File: config.mk
export PLATFORM = sky130hd
export DESIGN_NAME = pic_inta_sequencer
export DESIGN_NICKNAME = d
export VERILOG_FILES = /design/src/rtl/pic_inta_sequencer.sv
export SDC_FILE = /design/constraint.sdc
export NUM_CORES = 1
export LEC_CHECK = 0
export ABC_CLOCK_PERIOD_IN_PS = 4800
export CORE_UTILIZATION = 48
export DETAILED_ROUTE_END_ITERATION = 7
export HOLD_SLACK_MARGIN = 0.08
export PLACE_DENSITY = 0.81
export SYNTH_ARGS = -nofsm -noshare
export SYNTH_HDL_FRONTEND = slang
export SYNTH_SLANG_ARGS = --single-unit
File: constraint.sdc
create_clock -name clk -period 4.8 [get_ports clk]
set_input_delay 0.96 -clock clk [delete_from_list [all_inputs] [get_ports clk]]
set_output_delay 0.96 -clock clk [all_outputs]
set_load 0.01 [all_outputs]
File: src/rtl/pic_inta_sequencer.sv
// 8259-style INTA sequencer: raises INT, runs the two-pulse 8086 acknowledge,
// owns the in-service register, handles EOI/AEOI and rotating priority.
module pic_inta_sequencer (
    input  logic       clk,
    input  logic       rst_n,
    input  logic [7:0] irr,
    input  logic [7:0] imr,
    input  logic       pri_valid,
    input  logic [2:0] pri_level,
    input  logic       inta_n,
    input  logic [4:0] vector_base,
    input  logic       aeoi,
    input  logic       rotate_on_eoi,
    input  logic       eoi_req,
    input  logic       eoi_specific,
    input  logic [2:0] eoi_level,
    output logic       int_out,
    output logic [7:0] isr,
    output logic [7:0] irr_clear,
    output logic [7:0] data_out,
    output logic       data_oe,
    output logic [2:0] prio_base
);

    typedef enum logic [2:0] {IDLE, REQ, ACK1, WAIT2, ACK2} state_t;

    state_t     state, state_nxt;
    logic       inta_q, fall, rise;
    logic [2:0] lvl, lvl_nxt;
    logic       spurious, spurious_nxt;
    logic       int_out_nxt, data_oe_nxt;
    logic [7:0] isr_nxt, irr_clear_nxt, data_out_nxt;
    logic [2:0] prio_base_nxt;

    logic       isr_any, qualify, ack_valid, eoi_hit;
    logic [2:0] min_rank, min_lvl, req_rank, cand_rank, cand_lvl, eoi_tgt;
    logic [7:0] set_mask, eoi_mask, aeoi_mask;

    assign fall      = inta_q & ~inta_n;
    assign rise      = ~inta_q & inta_n;
    assign ack_valid = pri_valid & irr[pri_level] & ~imr[pri_level];
    assign req_rank  = pri_level - prio_base;

    // Scan ranks from lowest priority upward so the last hit is the highest-priority ISR bit.
    always_comb begin
        isr_any   = |isr;
        min_rank  = '1;
        min_lvl   = '0;
        cand_rank = '0;
        cand_lvl  = '0;
        for (int unsigned i = 0; i < 8; i++) begin
            cand_rank = 3'(7 - i);
            cand_lvl  = prio_base + cand_rank;
            if (isr[cand_lvl]) begin
                min_rank = cand_rank;
                min_lvl  = cand_lvl;
            end
        end
        qualify = pri_valid && (!isr_any || (req_rank < min_rank));
    end

    always_ff @(posedge clk or negedge rst_n) begin
        if (!rst_n) begin
            state     <= IDLE;
            inta_q    <= 1'b1;
            lvl       <= '0;
            spurious  <= 1'b0;
            int_out   <= 1'b0;
            isr       <= '0;
            irr_clear <= '0;
            data_out  <= '0;
            data_oe   <= 1'b0;
            prio_base <= '0;
        end else begin
            state     <= state_nxt;
            inta_q    <= inta_n;
            lvl       <= lvl_nxt;
            spurious  <= spurious_nxt;
            int_out   <= int_out_nxt;
            isr       <= isr_nxt;
            irr_clear <= irr_clear_nxt;
            data_out  <= data_out_nxt;
            data_oe   <= data_oe_nxt;
            prio_base <= prio_base_nxt;
        end
    end

    always_comb begin
        state_nxt = state;
        case (state)
            IDLE:    if (qualify) state_nxt = REQ;
            REQ:     if (fall)    state_nxt = ACK1;
            ACK1:    if (rise)    state_nxt = WAIT2;
            WAIT2:   if (fall)    state_nxt = ACK2;
            ACK2:    if (rise)    state_nxt = IDLE;
            default:              state_nxt = IDLE;
        endcase
    end

    always_comb begin
        int_out_nxt   = int_out;
        irr_clear_nxt = '0;
        data_out_nxt  = data_out;
        data_oe_nxt   = data_oe;
        lvl_nxt       = lvl;
        spurious_nxt  = spurious;
        set_mask      = '0;
        aeoi_mask     = '0;
        case (state)
            IDLE: if (qualify) int_out_nxt = 1'b1;
            REQ: if (fall) begin
                int_out_nxt = 1'b0;
                if (ack_valid) begin
                    lvl_nxt       = pri_level;
                    spurious_nxt  = 1'b0;
                    set_mask      = 8'b1 << pri_level;
                    irr_clear_nxt = 8'b1 << pri_level;
                end else begin
                    lvl_nxt      = 3'd7;
                    spurious_nxt = 1'b1;
                end
            end
            WAIT2: if (fall) begin
                data_out_nxt = {vector_base, lvl};
                data_oe_nxt  = 1'b1;
            end
            ACK2: if (rise) begin
                data_oe_nxt = 1'b0;
                if (aeoi && !spurious) aeoi_mask = 8'b1 << lvl;
            end
            default: ;
        endcase

        // EOI target comes from the pre-update ISR; a same-cycle set on the same bit wins.
        eoi_tgt  = eoi_specific ? eoi_level : min_lvl;
        eoi_hit  = eoi_req && isr[eoi_tgt];
        eoi_mask = eoi_hit ? (8'b1 << eoi_tgt) : '0;
        isr_nxt  = (isr & ~eoi_mask & ~aeoi_mask) | set_mask;

        prio_base_nxt = prio_base;
        if (rotate_on_eoi) begin
            if (eoi_hit)         prio_base_nxt = eoi_tgt + 3'd1;
            else if (|aeoi_mask) prio_base_nxt = lvl + 3'd1;
        end
    end

endmodule

# [After elaboration in Yosys (flattened, before gate mapping)]
# Cells that the tools add are included.
# Widths: inputs -> output; s select.
[totals] reg_bits=37 elab_cells=134
[classes] add_sub_neg=10 n_lt_le_gt_ge=11 n_eq_ne=9 shift=3 mux=61 bitwise_logic=12 n_reduce_logical=18
[ops] op="$mux 3" n=23
[ops] op="$mux 8" n=7
[ops] op="$lt 3x4->1 const B" n=10
[ops] op="$bmux 1 s3" n=11
[ops] op="$shl 1x3->8 const A" n=3
[ops] op="$mux 1" n=17
[ops] op="$and 8x8->8" n=2
[ops] op="$not 8->8" n=2
[ops] op="$reduce_or 8->1" n=2
[ops] op="$pmux 3 s5" n=1
[ops] op="$add 3x3->3 const B" n=4
[ops] op="$ne 2x2->1 const B" n=5
[ops] op="$add 3x1->3 const B" n=3
[ops] op="$or 8x8->8" n=1
[ops] op="$add 3x2->3 const B" n=2
[ops] op="$eq 3x2->1 const B" n=2
[ops] op="$reduce_and 2->1" n=3
[ops] op="$reduce_and 3->1" n=2
[ops] op="$reduce_bool 2->1" n=3
[ops] op="$reduce_and 5->1" n=1
[ops] op="$and 1x1->1" n=4
[ops] op="$pmux 1 s2" n=2
[ops] op="$eq 3x1->1 const B" n=1
[ops] op="$eq 3x3->1 const B" n=1
[ops] op="7 further kinds" n=12

# [Logic depth before layout (Yosys ltp)]
# Gate-level depths: netlist of the first run.
[logic_depth] depth_word=20 depth_mapped=22 mapped_depth_nobuf=17

# [Least setup slack after synthesis of the first run]
# Ideal clock, no wire load.
[synth_timing] path_kind="register -> register" startpoint="register prio_base[1]" endpoint="register prio_base[2]" setup_ps=124 t_arrival_ps=4612 required_ps=4676 slack_ps=64 path_stages_with_launch=20 cell_sequence="dfrtp_1 clkbuf_8 buf_6 clkbuf_8 inv_1 ha_1 buf_6 clkbuf_8 mux2i_1 mux4_1 o32ai_1 mux2i_1 a31oi_4 mux4_2 nand2_2 and2_4 mux2_4 ha_1 and3_1 a211o_1"
[synth_between] elab_chain_cells=17 word_cells_on_any_way=39
[synth_lines] item="start: declaration" line="22" text="output logic [2:0] prio_base"
[synth_lines] item="start signal: assignment" line="84" text="prio_base <= prio_base_nxt;"
[synth_lines] item="$add 3x3->3" line="53" text="cand_lvl = prio_base + cand_rank;"
[synth_lines] item="$bmux 1 s3" line="54" text="if (isr[cand_lvl]) begin"
[synth_lines] item="$mux 1 (implied by the code)" line="54"
[synth_lines] item="$mux 3 (7 in series)" line="54"
[synth_lines] item="$mux 3 *" line="54"
[synth_lines] item="$mux 3 *" line="135" text="eoi_tgt = eoi_specific ? eoi_level : min_lvl;"
[synth_lines] item="$bmux 1 s3" line="136" text="eoi_hit = eoi_req && isr[eoi_tgt];"
[synth_lines] item="$mux 1 (implied by the code)" line="136"
[synth_lines] item="$logic_and 1x1->1" line="136"
[synth_lines] item="$reduce_bool 2->1 (no line)"
[synth_lines] item="$reduce_and 2->1 (no line)"
# Every way passes the cells marked *; elsewhere a longest branch is shown, timed or not. The select of a mux whose other input is x is not followed.
# A chain may end at the register's enable or synchronous reset.

# [Worst setup path after layout of the first run]
[layout_timing] startpoint="register prio_base[0]" endpoint="register prio_base[2]"
# Same word-level chain as after synthesis.

==> results of run 1 <==
cells by family after synthesis:
logic type	after synthesis	synth area share, %
xor+xnor	7	2.134
mux	51	23.28
flops	37	28.75
buf+inv	44	8.421
simple gates	89	14.32
fa+ha+maj	7	2.949
compound gates	83	20.14
through the flow:
stage                     hold slack [ns]  util (%)  power (µW)  setup WS, ns
after floorplan                    0.4571         -        1105       0.06441
after global placement             0.4722     59.34        1325        0.3435
after detailed placement           0.4826     59.34        1357        0.1428
after CTS                          0.4984     60.69        1581        0.1299
after global routing               0.5142     60.76        1689       0.01079
final                              0.4997     60.76        1580        0.2656
power breakdown:
part           switching (µW)  internal [µW]  leakage [µW]  total [µW]
Combinational             432            442       0.00112         874
Clock                     106            114     0.0000443         220
Sequential               95.6            391      0.000453         486
synthesized netlist by cell type (6+ instances only):
cell / n / area, µm²
mux4_1: 6 / 157.7
mux4_2: 9 / 202.7
nor3_1: 6 / 30.03
nand2b_1: 6 / 37.54
o21ai_0: 19 / 95.09
mux2_2: 18 / 202.7
inv_1: 19 / 71.32
nand2_1: 26 / 97.59
dfrtp_1: 36 / 900.9
ha_1: 6 / 75.07
a21oi_1: 10 / 50.05
o221ai_1: 6 / 52.55
mux2i_1: 15 / 150.1
nor2_1: 18 / 67.56
clkbuf_1: 8 / 30.03
routing by layer:
metal	GRT usage, %	up-vias
met1	30.20	1363
met4	9.875	0
met2	41.88	81
met3	4.352	20
li1	-	1302
met5	0	-
final cells by class:
type	count	area [µm²]	share of cell area, %
clock buffers	7	86.33	2.212
inverters	19	71.32	1.828
multi-input cells	237	2031	52.04
flip-flops and latches	37	927.1	23.76
well taps	77	96.34	2.469
repair buffers	71	690.7	17.70
registers in the layout, indices dropped and copies added (netlist names):
signal and count:
state 3, prio_base 3, irr_clear 8, inta_q 1, data_out 8, spurious 1, lvl 3, data_oe 1
isr 8, int_out 1
path summary, 6_finish.rpt:
path / endpoint / slack, ns / cells after the start
max: prio_base[2] / 0.27 / 14
min: spurious / 0.50 / 1
max reg2reg: prio_base[2] / 0.27 / 14
min reg2reg: spurious / 0.50 / 1
max in group asynchronous: inta_q / 3.37 / 2
min in group asynchronous: data_oe / 1.09 / 2
==> out/results.tsv, run 1 <==
metric	value	unit
cts-root-buf	clkbuf_8	
fin_area	3902	µm²
rows	29	
cts_made_buffers	5	
placedCellCount	441	
worstMarginPinSlew	0.8101	ns
postRouteAntennaNets	0	
fmax	0.2205	GHz
cts_tree	yes	
crit_type	reg2reg	
io_pins	64	
path_clk_slew	0.07	ns
end_kind	flop	
final-hold-violation-count	0	
path_cells	buf_4 > mux4_2 > mux2_2 > o32ai_1 > mux2_1 > o211ai_2 > a31oi_4 > mux2_2 > a2bb2oi_2 > and2_4 > mux2_4 > ha_1 > and3_1 > a211o_1	
postPlaceCellArea	3811	µm²
peakVddDrop	0.0002814	V
finalMaxSlewViolations	0	
cellPowerDensity	404.9	nW/µm²
regToRegStartpoint	prio_base[0]	
avgSynthCellArea	10.14	µm²
dr_total_vias	2766	
start_util	50.20	%
finalCriticalPeriod	4.534	ns
syn_area	3224	µm²
cp_top_family	multiplexers	
drive_gt1_share	17.79	%
finalSetupViolations	0	
relSlewSlack	45.58	%
ys_ff_latch	37	
via_per_inst	6.174	
wl	8202	µm
hp-class	reg2reg	
dr_wl_met2	4159	µm
rsz0062_at_grt	no	
cp.arrival	4.71	ns
nets	413	
numPortBuffers	63	
grt_pass1_vias	2814	
gp_congestion	0.8889	
synthCells	318	
grt_max_degree	38	
areaGrowthSynthToFinish	21.03	%
cts_setup_buffers	0	
clk_latency	0.29	ns
fp.dieW	83.96	µm
antenna_found_initial	0	
grt_pass1_wl	13700	µm
final_cell_mix	clkdlybuf4s50_1, dfrtp_1, nand2_1	
postCtsHoldBufs	0	
crit_fanout	29	
p_leak	0.001622	µW
dieArea	7049	µm²
required	4.98	ns
drc	0	
clock_path_buffers	2	
wl_per_cell	18.31	µm
dp_hpwl	6063	µm
critPathMaxStageDelay	0.65	ns
synth_edf_count	0	
htreeDepth	2	
fp.dieH	83.96	µm
final_common_cell	clkdlybuf4s50_1	
hp-start	spurious	
dominantRegCellSynth	dfrtp_1	
critical_path_buf_inv_count	1	
drv_cap	0	
core	6422	µm²
cts_resized	0	
detail_route.wirelength.met1	3431	µm
top_layer	met4	
crit_top_cell	mux2_2	
routed-wl-met3	397	µm
firstDrtPassIters	4	
status	finished, final reports clean	
grt_use_total	24.36	%
cp_slowest_cell	mux4_2	
start_kind	flop	
drt_iter0_drc	104	
antennaDiodeCount	0	
skew	0.002548	ns
synth_cell_types	78	
yosysWarnings	0	
cts_sinks	37	
yosysSeqAreaShare	28.75	%
worstSetupStartpoint	prio_base[0]	
syn_nets	360	
instances_no_fill	448	
async_reset_ff_share	100.0	%
grt.overflow.total	0	
finalCritPeriodShare	94.47	%
tns	0	ns
nFillCells	554	
Power figures use the tool's default switching activity.
==> run 2, diff against run 1 <==
- PLACE_DENSITY: 0.81 -> 0.88
- SLEW_MARGIN: default -> 10
==> run 2 against run 1 <==
Against the previous run:
- the run now ends with design-rule violations left
- die area did not move
- cell count grew 0.22%
- worst setup slack better by 0.022 ns
- global-route usage decreased by 0.89 points
- total power shrank 0.49%
- register-to-register slack better by 0.02 ns
- largest power group unchanged
- highest routed layer unchanged
==> out/results.tsv, run 2 (synthesis results as in run 1) <==
metric	value	unit	change
start_kind	flop		
grt.overflow.total	0		unchanged
end_kind	flop		
via_per_inst	6.200		+0.43%
core	6422	µm²	unchanged
numPortBuffers	63		unchanged
final_cell_mix	clkdlybuf4s50_1, dfrtp_1, nand2_1		
firstDrtPassIters	6		+2
combPwrFrac	54.8	%	-0.5 points
fp.dieW	83.96	µm	unchanged
clkPwrFrac	13.7	%	-0.2 points
rsz0062_at_grt	no		
htreeDepth	2		unchanged
final-hold-violation-count	0		unchanged
wl	8115	µm	-1.1%
largestRegisters	data_out: 8 flops, irr_clear: 8 flops, isr: 8 flops		
postRouteAntennaNets	0		unchanged
fp.dieH	83.96	µm	unchanged
grt_max_degree	38		unchanged
cts_sinks	37		unchanged
cts-root-buf	clkbuf_8		
worstMarginPinSlew	0.7647	ns	-0.04535 ns
finalMaxSlewViolations	0		unchanged
swShare	40.77	%	+0.67 points
cp.arrival	4.70	ns	about the same
antennaDiodeCount	0		unchanged
p_switching	641.0	µW	+1.2%
cts_tree	yes		
dieArea	7049	µm²	unchanged
crit_type	reg2reg		
dr_wl_met2	4222	µm	+1.5%
violations	design-rule violations		
status	finished with violations		
drc	2		+2
detail_route.wirelength.met1	3155	µm	-8.0%
start_util	50.20	%	unchanged
relSlewSlack	48.63	%	+3.0 points
antenna_found_initial	0		unchanged
drive_gt1_share	18.28	%	+0.49 points
gp_congestion	0.9576		+7.7%
nets	413		unchanged
grt_pass1_wl	13100	µm	-4.3%
min_path_cells	1		unchanged
dr_total_vias	2784		+0.65%
fmax	0.2216	GHz	+0.48%
grt_use_total	23.47	%	-0.89 points
routed-wl-met3	543	µm	+37%
internal-power	931.5	µW	-1.6%
io_pins	64		unchanged
crit_fanout	17		-41%
skew	0.006057	ns	+0.003509 ns
grt_pass1_vias	2715		-3.5%
clock_path_buffers	2		unchanged
finalCriticalPeriod	4.513	ns	-0.02182 ns
drv_cap	0		unchanged
path_clk_slew	0.08	ns	about the same
cellPowerDensity	402.6	nW/µm²	-0.59%
r2r_setup_slack	0.29	ns	+0.02 ns
top_layer	met4		
dp_hpwl	5926	µm	-2.3%
finalCritPeriodShare	94.01	%	-0.45 points
required	4.99	ns	about the same
areaGrowthSynthToFinish	21.15	%	about the same
cts_setup_buffers	0		unchanged
r2r_cells	14		unchanged
finalSetupViolations	0		unchanged
clk_latency	0.30	ns	about the same
hp-class	reg2reg		
rows	29		unchanged
wl_per_cell	18.07	µm	-1.3%
final_common_cell	clkdlybuf4s50_1		
tns	0	ns	unchanged
place_ws	0.1701	ns	+0.02726 ns
peakVddDrop	0.0003098	V	+10%
seqPwrFrac	31.5	%	+0.7 points
cts_made_buffers	5		unchanged
p_leak	0.001622	µW	about the same
drt_iter0_drc	169		+63%
worst_slack	0.2874	ns	+0.02182 ns
## run 2: critical path, cell delays in order (launching register included)
cell and delay (ns):
dfrtp_1 0.36, inv_1 0.10, ha_2 0.57, mux2i_1 0.15, mux4_1 0.60, o32ai_1 0.26, mux2i_1 0.15, a31oi_4 0.36
mux2_2 0.39, a2bb2oi_2 0.30, and2_4 0.23, mux2_4 0.29, ha_1 0.21, and3_1 0.14, a211o_1 0.28
## run 2: worst paths after layout
check,to,start
setup / recovery,prio_base[2],prio_base[1]
hold / removal,data_out[5],data_out[5]
hold reg to reg,data_out[5],data_out[5]
setup reg to reg,prio_base[2],prio_base[1]
max in group asynchronous,inta_q,rst_n
min in group asynchronous,data_oe,rst_n
## run 2: power by group through the flow
stage                     combinational [µW]  clock [µW]  sequential (µW)
final                                    862         216              495
after global routing                     934         228              508
after CTS                                856         222              493
after detailed placement                 852           0              498
after global placement                   831           0              489
after floorplan                          631           0              474
## run 2: what timing repair did
| action | 4_1_cts | 5_1_grt |
|---|---|---|
| hold buffers | 0 | 0 |
| endpoints found under the hold margin | 0 | 0 |
| endpoints found under the setup margin | 0 | 2 |
| gates resized for setup | 0 | 3 |
## run 2: per-stage QoR
step	total power [µW]	util [%]	instances	hold WS, ns	cell area, µm²
3_5_place_dp	1350	59.34	441	0.4878	3811
5_1_grt	1671	60.82	449	0.5279	3906
4_1_cts	1571	60.69	449	0.5090	3897
3_3_place_gp	1321	59.34	441	0.4763	3811
6_report	1573	60.82	449	0.5120	3906
2_1_floorplan	1105	-	318	0.4571	3224
## run 2: cell type report
type	instances	area [µm²]
clock inverters	3	17.52
inverters	19	71.32
well taps	77	96.34
clock buffers	5	68.82
flip-flops and latches	37	927.1
repair buffers	71	694.4
multi-input cells	237	2031
fillers	516	2516
## run 2: layer usage
metal  vias up  track usage (%)
met5         -                0
met4         0            9.091
met3        18            3.561
met2       102            40.54
met1      1361            29.54
li1       1303                -
